--- src/rtl/unified_mem_arbiter_if.sv ---
// unified_mem_arbiter_if: core request/ack channels plus the unified memory port.
// master = core and memory side, slave = arbiter.
interface unified_mem_arbiter_if #(parameter int WORD_SIZE = 32);
    logic                 i_req;
    logic [WORD_SIZE-1:0] i_addr;
    logic                 i_ack;
    logic [WORD_SIZE-1:0] i_rdata;
    logic                 d_req;
    logic                 d_we;
    logic [WORD_SIZE-1:0] d_addr;
    logic [WORD_SIZE-1:0] d_wdata;
    logic                 d_ack;
    logic [WORD_SIZE-1:0] d_rdata;
    logic                 mem_write_en;
    logic [WORD_SIZE-1:0] mem_addr;
    logic [WORD_SIZE-1:0] mem_write_data;
    logic [WORD_SIZE-1:0] mem_data;
    logic                 busy;
    modport master (
        output i_req, i_addr, d_req, d_we, d_addr, d_wdata, mem_data,
        input  i_ack, i_rdata, d_ack, d_rdata, mem_write_en, mem_addr, mem_write_data, busy
    );
    modport slave (
        input  i_req, i_addr, d_req, d_we, d_addr, d_wdata, mem_data,
        output i_ack, i_rdata, d_ack, d_rdata, mem_write_en, mem_addr, mem_write_data, busy
    );
endinterface

--- src/rtl/unified_mem_arbiter.sv ---
// unified_mem_arbiter: shares one memory port between fetch (I) and load/store (D), one access per 3 cycles.
// Define ARB_STARVE_GUARD_EN to force an I grant after STARVE_LIMIT consecutive D grants with I pending.
module unified_mem_arbiter #(
    parameter int WORD_SIZE    = 32,
    parameter int STARVE_LIMIT = 4
) (
    input logic                   clk,
    input logic                   rst,
    unified_mem_arbiter_if.slave  bus
);
    typedef enum logic [1:0] {IDLE, ACCESS, RESP} state_t;
    state_t               state_q, state_d;
    logic                 dsel_q, dsel_d;
    logic                 we_q, we_d;
    logic [WORD_SIZE-1:0] addr_q, addr_d;
    logic [WORD_SIZE-1:0] wdata_q, wdata_d;
    logic [WORD_SIZE-1:0] i_rdata_q, i_rdata_d;
    logic [WORD_SIZE-1:0] d_rdata_q, d_rdata_d;
    logic                 grant_i;
    if (STARVE_LIMIT < 1) begin : g_bad_limit
        $error("STARVE_LIMIT must be at least 1");
    end
`ifdef ARB_STARVE_GUARD_EN
    localparam int SW = ($clog2(STARVE_LIMIT + 1) > 3) ? $clog2(STARVE_LIMIT + 1) : 3;
    logic [SW-1:0] starve_cnt_q, starve_cnt_d;
    assign grant_i = bus.i_req && (!bus.d_req || starve_cnt_q == SW'(STARVE_LIMIT));
    // Only IDLE arbitrations with a request move the counter
    always_comb
        starve_cnt_d = (state_q != IDLE || !(bus.i_req || bus.d_req)) ? starve_cnt_q :
                       (!grant_i && bus.i_req) ? starve_cnt_q + 1'b1 : '0;
    always_ff @(posedge clk or posedge rst)
        if (rst) starve_cnt_q <= '0;
        else     starve_cnt_q <= starve_cnt_d;
`else
    assign grant_i = bus.i_req && !bus.d_req;
`endif
    always_comb begin
        state_d   = state_q;
        dsel_d    = dsel_q;
        we_d      = we_q;
        addr_d    = addr_q;
        wdata_d   = wdata_q;
        i_rdata_d = i_rdata_q;
        d_rdata_d = d_rdata_q;
        if (state_q == IDLE && (bus.i_req || bus.d_req)) begin
            state_d = ACCESS;
            dsel_d  = !grant_i;
            we_d    = !grant_i && bus.d_we;
            addr_d  = grant_i ? bus.i_addr : bus.d_addr;
            wdata_d = grant_i ? wdata_q : bus.d_wdata;
        end else if (state_q == ACCESS) begin
            state_d   = RESP;
            i_rdata_d = (!we_q && !dsel_q) ? bus.mem_data : i_rdata_q;
            d_rdata_d = (!we_q && dsel_q) ? bus.mem_data : d_rdata_q;
        end else if (state_q == RESP) begin
            state_d = IDLE;
        end
    end
    always_ff @(posedge clk or posedge rst) begin
        if (rst) begin
            state_q   <= IDLE;
            dsel_q    <= 1'b0;
            we_q      <= 1'b0;
            addr_q    <= '0;
            wdata_q   <= '0;
            i_rdata_q <= '0;
            d_rdata_q <= '0;
        end else begin
            state_q   <= state_d;
            dsel_q    <= dsel_d;
            we_q      <= we_d;
            addr_q    <= addr_d;
            wdata_q   <= wdata_d;
            i_rdata_q <= i_rdata_d;
            d_rdata_q <= d_rdata_d;
        end
    end
    // Decoded from state so an async reset drops the write strobe immediately
    assign bus.mem_write_en   = state_q == ACCESS && dsel_q && we_q;
    assign bus.busy           = state_q != IDLE;
    assign bus.i_ack          = state_q == RESP && !dsel_q;
    assign bus.d_ack          = state_q == RESP && dsel_q;
    assign bus.mem_addr       = addr_q;
    assign bus.mem_write_data = wdata_q;
    assign bus.i_rdata        = i_rdata_q;
    assign bus.d_rdata        = d_rdata_q;
endmodule

--- src/flat_wrapper.sv ---
// flat-port wrapper written by rule: the top's interface ports become plain ports
module unified_mem_arbiter_flat 
#(
    parameter int WORD_SIZE    = 32,
    parameter int STARVE_LIMIT = 4
)
  (clk, rst, bus_i_req, bus_i_addr, bus_d_req, bus_d_we, bus_d_addr, bus_d_wdata, bus_mem_data, bus_i_ack, bus_i_rdata, bus_d_ack, bus_d_rdata, bus_mem_write_en, bus_mem_addr, bus_mem_write_data, bus_busy);
  unified_mem_arbiter_if #(.WORD_SIZE(WORD_SIZE)) bus_i ();
  input logic clk;
  input logic rst;
  input wire logic [$bits(bus_i.i_req)-1:0] bus_i_req;
  input wire logic [$bits(bus_i.i_addr)-1:0] bus_i_addr;
  input wire logic [$bits(bus_i.d_req)-1:0] bus_d_req;
  input wire logic [$bits(bus_i.d_we)-1:0] bus_d_we;
  input wire logic [$bits(bus_i.d_addr)-1:0] bus_d_addr;
  input wire logic [$bits(bus_i.d_wdata)-1:0] bus_d_wdata;
  input wire logic [$bits(bus_i.mem_data)-1:0] bus_mem_data;
  output wire logic [$bits(bus_i.i_ack)-1:0] bus_i_ack;
  output wire logic [$bits(bus_i.i_rdata)-1:0] bus_i_rdata;
  output wire logic [$bits(bus_i.d_ack)-1:0] bus_d_ack;
  output wire logic [$bits(bus_i.d_rdata)-1:0] bus_d_rdata;
  output wire logic [$bits(bus_i.mem_write_en)-1:0] bus_mem_write_en;
  output wire logic [$bits(bus_i.mem_addr)-1:0] bus_mem_addr;
  output wire logic [$bits(bus_i.mem_write_data)-1:0] bus_mem_write_data;
  output wire logic [$bits(bus_i.busy)-1:0] bus_busy;
  assign bus_i.i_req = bus_i_req;
  assign bus_i.i_addr = bus_i_addr;
  assign bus_i.d_req = bus_d_req;
  assign bus_i.d_we = bus_d_we;
  assign bus_i.d_addr = bus_d_addr;
  assign bus_i.d_wdata = bus_d_wdata;
  assign bus_i.mem_data = bus_mem_data;
  assign bus_i_ack = bus_i.i_ack;
  assign bus_i_rdata = bus_i.i_rdata;
  assign bus_d_ack = bus_i.d_ack;
  assign bus_d_rdata = bus_i.d_rdata;
  assign bus_mem_write_en = bus_i.mem_write_en;
  assign bus_mem_addr = bus_i.mem_addr;
  assign bus_mem_write_data = bus_i.mem_write_data;
  assign bus_busy = bus_i.busy;
  unified_mem_arbiter #(.WORD_SIZE(WORD_SIZE), .STARVE_LIMIT(STARVE_LIMIT)) u_core (.clk(clk), .rst(rst), .bus(bus_i));
endmodule
--- config.mk ---
export PLATFORM = sky130hd
export DESIGN_NAME = unified_mem_arbiter_flat
export DESIGN_NICKNAME = d
export VERILOG_FILES = /design/src/rtl/unified_mem_arbiter_if.sv /design/src/rtl/unified_mem_arbiter.sv /design/src/flat_wrapper.sv
export SDC_FILE = /design/constraint.sdc
export NUM_CORES = 1
export LEC_CHECK = 0
export BUFFER_PORTS_ARGS = -buffer_cell sky130_fd_sc_hd__buf_2
export CORE_ASPECT_RATIO = 0.8
export CORE_MARGIN = 4
export CORE_UTILIZATION = 48
export CTS_BUF_LIST = sky130_fd_sc_hd__clkbuf_8
export DETAILED_ROUTE_END_ITERATION = 8
export PLACE_DENSITY = 0.91
export SYNTH_ARGS = -nofsm -noshare
export SYNTH_HDL_FRONTEND = slang
export SYNTH_SLANG_ARGS = --single-unit
--- constraint.sdc ---
create_clock -name clk -period 5 [get_ports clk]
set_input_delay 1 -clock clk [delete_from_list [all_inputs] [get_ports clk]]
set_output_delay 1 -clock clk [all_outputs]
set_load 0.005 [all_outputs]
==> key figures <==
Yosys
  – Synthesized instance count: 368
  – Synth area leader: dfrtp_1
  – Cell Area, Synth: 5390 um2
  – Netlist cell types: 20
  – Synthesis Warnings: 0
  – Ys flop type: dfrtp_1
  – Synth cell count leaders: 132 x dfrtp_1, 67 x mux2_2, 36 x nand2_1
  – Async SR Flop Fraction: 1.000
  – Share of the synthesized area in the top cell type: 0.6128
  – Most frequent cell after synthesis: dfrtp_1
  – Synth area leaders: dfrtp_1 61%, mux2_2 14%, mux2_4 8.4%
  – Sequential-to-total area share from yosys stat: 0.6128
  – Yosys reg bits: 132
  – Post-synth EDFFs: 0
  – Avg Cell Area, Syn: 14.65 um2
  – Mapped Nets: 505

Drt
  – Via count: 3887
  – WL per Instance: 17.10 um
  – DRT antenna net count: 0
  – Drt first pass iters: 4
  – DRC: 0
  – WL final: 13540 um
  – Vias per inst: 4.908
  – 1st-iter DRT viols: 145

Die
  – Die ar.: 13000 um2
  – Starting Density: 0.4930
  – Core box area: 10930 um2
  – Core Rows: 34
  – Die width: 126.5 um
  – # IOs: 265
  – Die height: 102.8 um

Hold path
  – HP Class: flop to flop
  – Hold path start: u_core.bus.mem_addr[9]
  – Hold Crit Depth: 2
  – Hold EP: u_core.bus.mem_addr[9]

Power
  – Clk network pwr share: 0.191
  – Cell area power density: 630.7 nW/um2
  – P_sw: 1503 uW
  – Comb power frac: 0.385
  – Worst vdd ir: 324.3 uV
  – Total power: 4543 uW
  – Leak Pwr: 0.003802 uW
  – Seq pwr share: 0.424
  – Internal Pwr Total: 3040 uW
  – Sw frac: 0.3308

Clock tree
  – # hold bufs at CTS: 0
  – CTS tree: yes
  – Postcts setup bufs: 0
  – Clock Latency Late Sink: 0.43 ns
  – Reg clk slew, reported paths: 0.08 ns
  – Clock Path Buffers: 2
  – H-tree lvl count: 4
  – Clock Tree Root: clkbuf_8
  – Clk sink count: 132
  – CTS buffer count: 17
  – PostCTS Resize Cnt: 0

Run
  – Max Cap Viol: 0

Setup path
  – Req. time, crit path: 4.00 ns
  – Family with the most delay on the worst path: flip-flops
  – CP arrival: 1.47 ns
  – Worst r2r dst: u_core.bus.d_rdata[28]
  – Setup crit start kind: flop
  – R2R setup slack: 2.60 ns
  – Crit-path cells: inv_1, ha_1, inv_1, buf_2
  – Worst Path Class, Setup: flop to primary output
  – CP max stage delay: 0.40 ns
  – CP bufs+invs: 3
  – Crit end category: primary output
  – Worst Reg2Reg Path Length in Cells: 5
  – Worst r2r src: u_core.state_q[0]
  – Most common cell type on the critical path: inv_1
  – Slowest CP cell: dfrtp_1
  – Levels on crit path: 4
  – Maximum fanout along the worst path: 4

Finish
  – Fraction of layout cells with a size suffix above 1: 0.6204
  – Diodes inserted: 0
  – Nets: 772
  – Fillers: 804
  – Syn-to-layout area delta: 33.64%
  – FF+latch area: 3303 um2
  – Util after Layout: 0.6588
  – Footprint of the multi-input gates: 1954 um2

STA
  – Hold_ws: 0.4758 ns
  – Setup violators final: 0
  – Final worst clock skew: 0.01278 ns
  – Final setup TNS: 0 ns
  – Worst-Margin Slew: 1.120 ns
  – Max_slew headroom: 0.2532
  – Final period util: 0.4944
  – Max-slew violations: 0
  – Post-route minimum period: 2.472 ns
  – Unrepaired setup endpoints after global routing: no
  – Final hold violations: 0
  – Max Freq: 404.5 MHz
  – Worst Slack Setup Final: 2.528 ns

Place
  – PortBufs: 264
  – Setup slack at placement: 2.103 ns
  – Final GP Congestion: 0.9075
  – Detailed Place HPWL: 10310 um

Global routing
  – Largest net degree at the start of global routing: 70
  – First-pass GRT wire length: 21290 um
  – Number of global-route vias before repair: 4171
  – Total grt overflow: 0
  – Gr usage total: 0.2093
  – Initial antenna violation count: 0

Status
  – Outcome: finished, final reports clean
==> logic make-up (layout without fill, tap and decap cells) <==
group,after synthesis,after routing,synth area share
AO/OA/AOI/OAI,35,35,0.03412
buffers and inverters,25,305,0.02669
multiplexers,129,129,0.2830
AND/OR/NAND/NOR,43,43,0.03413
adder cells (fa/ha/maj),4,4,0.009285
flip-flops,132,132,0.6128
==> routing by layer <==
metal	GRT usage	vias up	wire, um
li1	-	1813	-
met1	0.2537	1879	5451
met2	0.3565	178	6726
met3	0.07768	17	1182
met4	0.05936	0	182
met5	0	-	0
==> layout by cell type, fill, tap and decap left out, types with 2 or more instances in the layout <==
master      count
buf_2         264
buf_4           5
clkbuf_8       18
clkinv_4        2
clkinvlp_4      4
dfrtp_1       132
ha_1            4
inv_1           3
inv_6           6
mux2_2         67
mux2_4         30
mux2i_1        32
nand2_1        36
o21ai_0        33
==> metrics by stage <==
stage               cell area, um2  instances
floorplan                     5390        368
global placement              6814        760
detailed placement            6814        760
CTS                           7203        792
global route                  7203        792
finish                        7203        792
==> how the worst max path moves through the flow <==
| stage | endpoint | startpoint | slack, ns |
|---|---|---|---|
| 2_1_floorplan | u_core.bus.d_rdata[0] | rst | 0.47 |
| 3_3_place_gp | u_core.bus.d_rdata[28] | bus_i_req | 2.17 |
| 3_5_place_dp | u_core.bus.d_rdata[27] | bus_i_req | 2.10 |
| 4_1_cts | bus_busy | u_core.state_q[1] | 2.49 |
| 5_1_grt | bus_busy | u_core.state_q[1] | 2.40 |
| 6_report | bus_busy | u_core.state_q[1] | 2.53 |
==> layout make-up <==
type / instances / share of cell area
clock inverters: 14 / 0.01963
well taps: 144 / 0.02501
multi-input cells: 211 / 0.2713
repair buffers: 269 / 0.1886
inverters: 4 / 0.002432
clock buffers: 18 / 0.03439
flip-flops and latches: 132 / 0.4586
==> flip-flops by register name (all words and copies together), names as in the netlist <==
name / count
u_core.bus.mem_addr: 32
u_core.state_q: 2
u_core.dsel_q: 1
u_core.bus.mem_write_data: 32
u_core.we_q: 1
u_core.bus.d_rdata: 32
u_core.bus.i_rdata: 32
==> worst register-to-register path: cells and delay by family (launching register included) <==
kind	cells	cell delay, ns
fa+ha+maj	1	0.28
simple gates	1	1.00
compound gates	1	0.10
flops	1	0.38
buf+inv	1	0.09
mux	1	0.45
==> power groups by stage <==
| stage | Combinational [uW] | Clock (uW) | Sequential, uW |
|---|---|---|---|
| floorplan | 943 | 0 | 1940 |
| finish | 1750 | 869 | 1930 |
| global placement | 1700 | 0 | 1900 |
| detailed placement | 1790 | 0 | 1930 |
| global route | 1930 | 945 | 1980 |
| CTS | 1780 | 896 | 1920 |
Note: power is estimated with default switching activity, not from simulation.
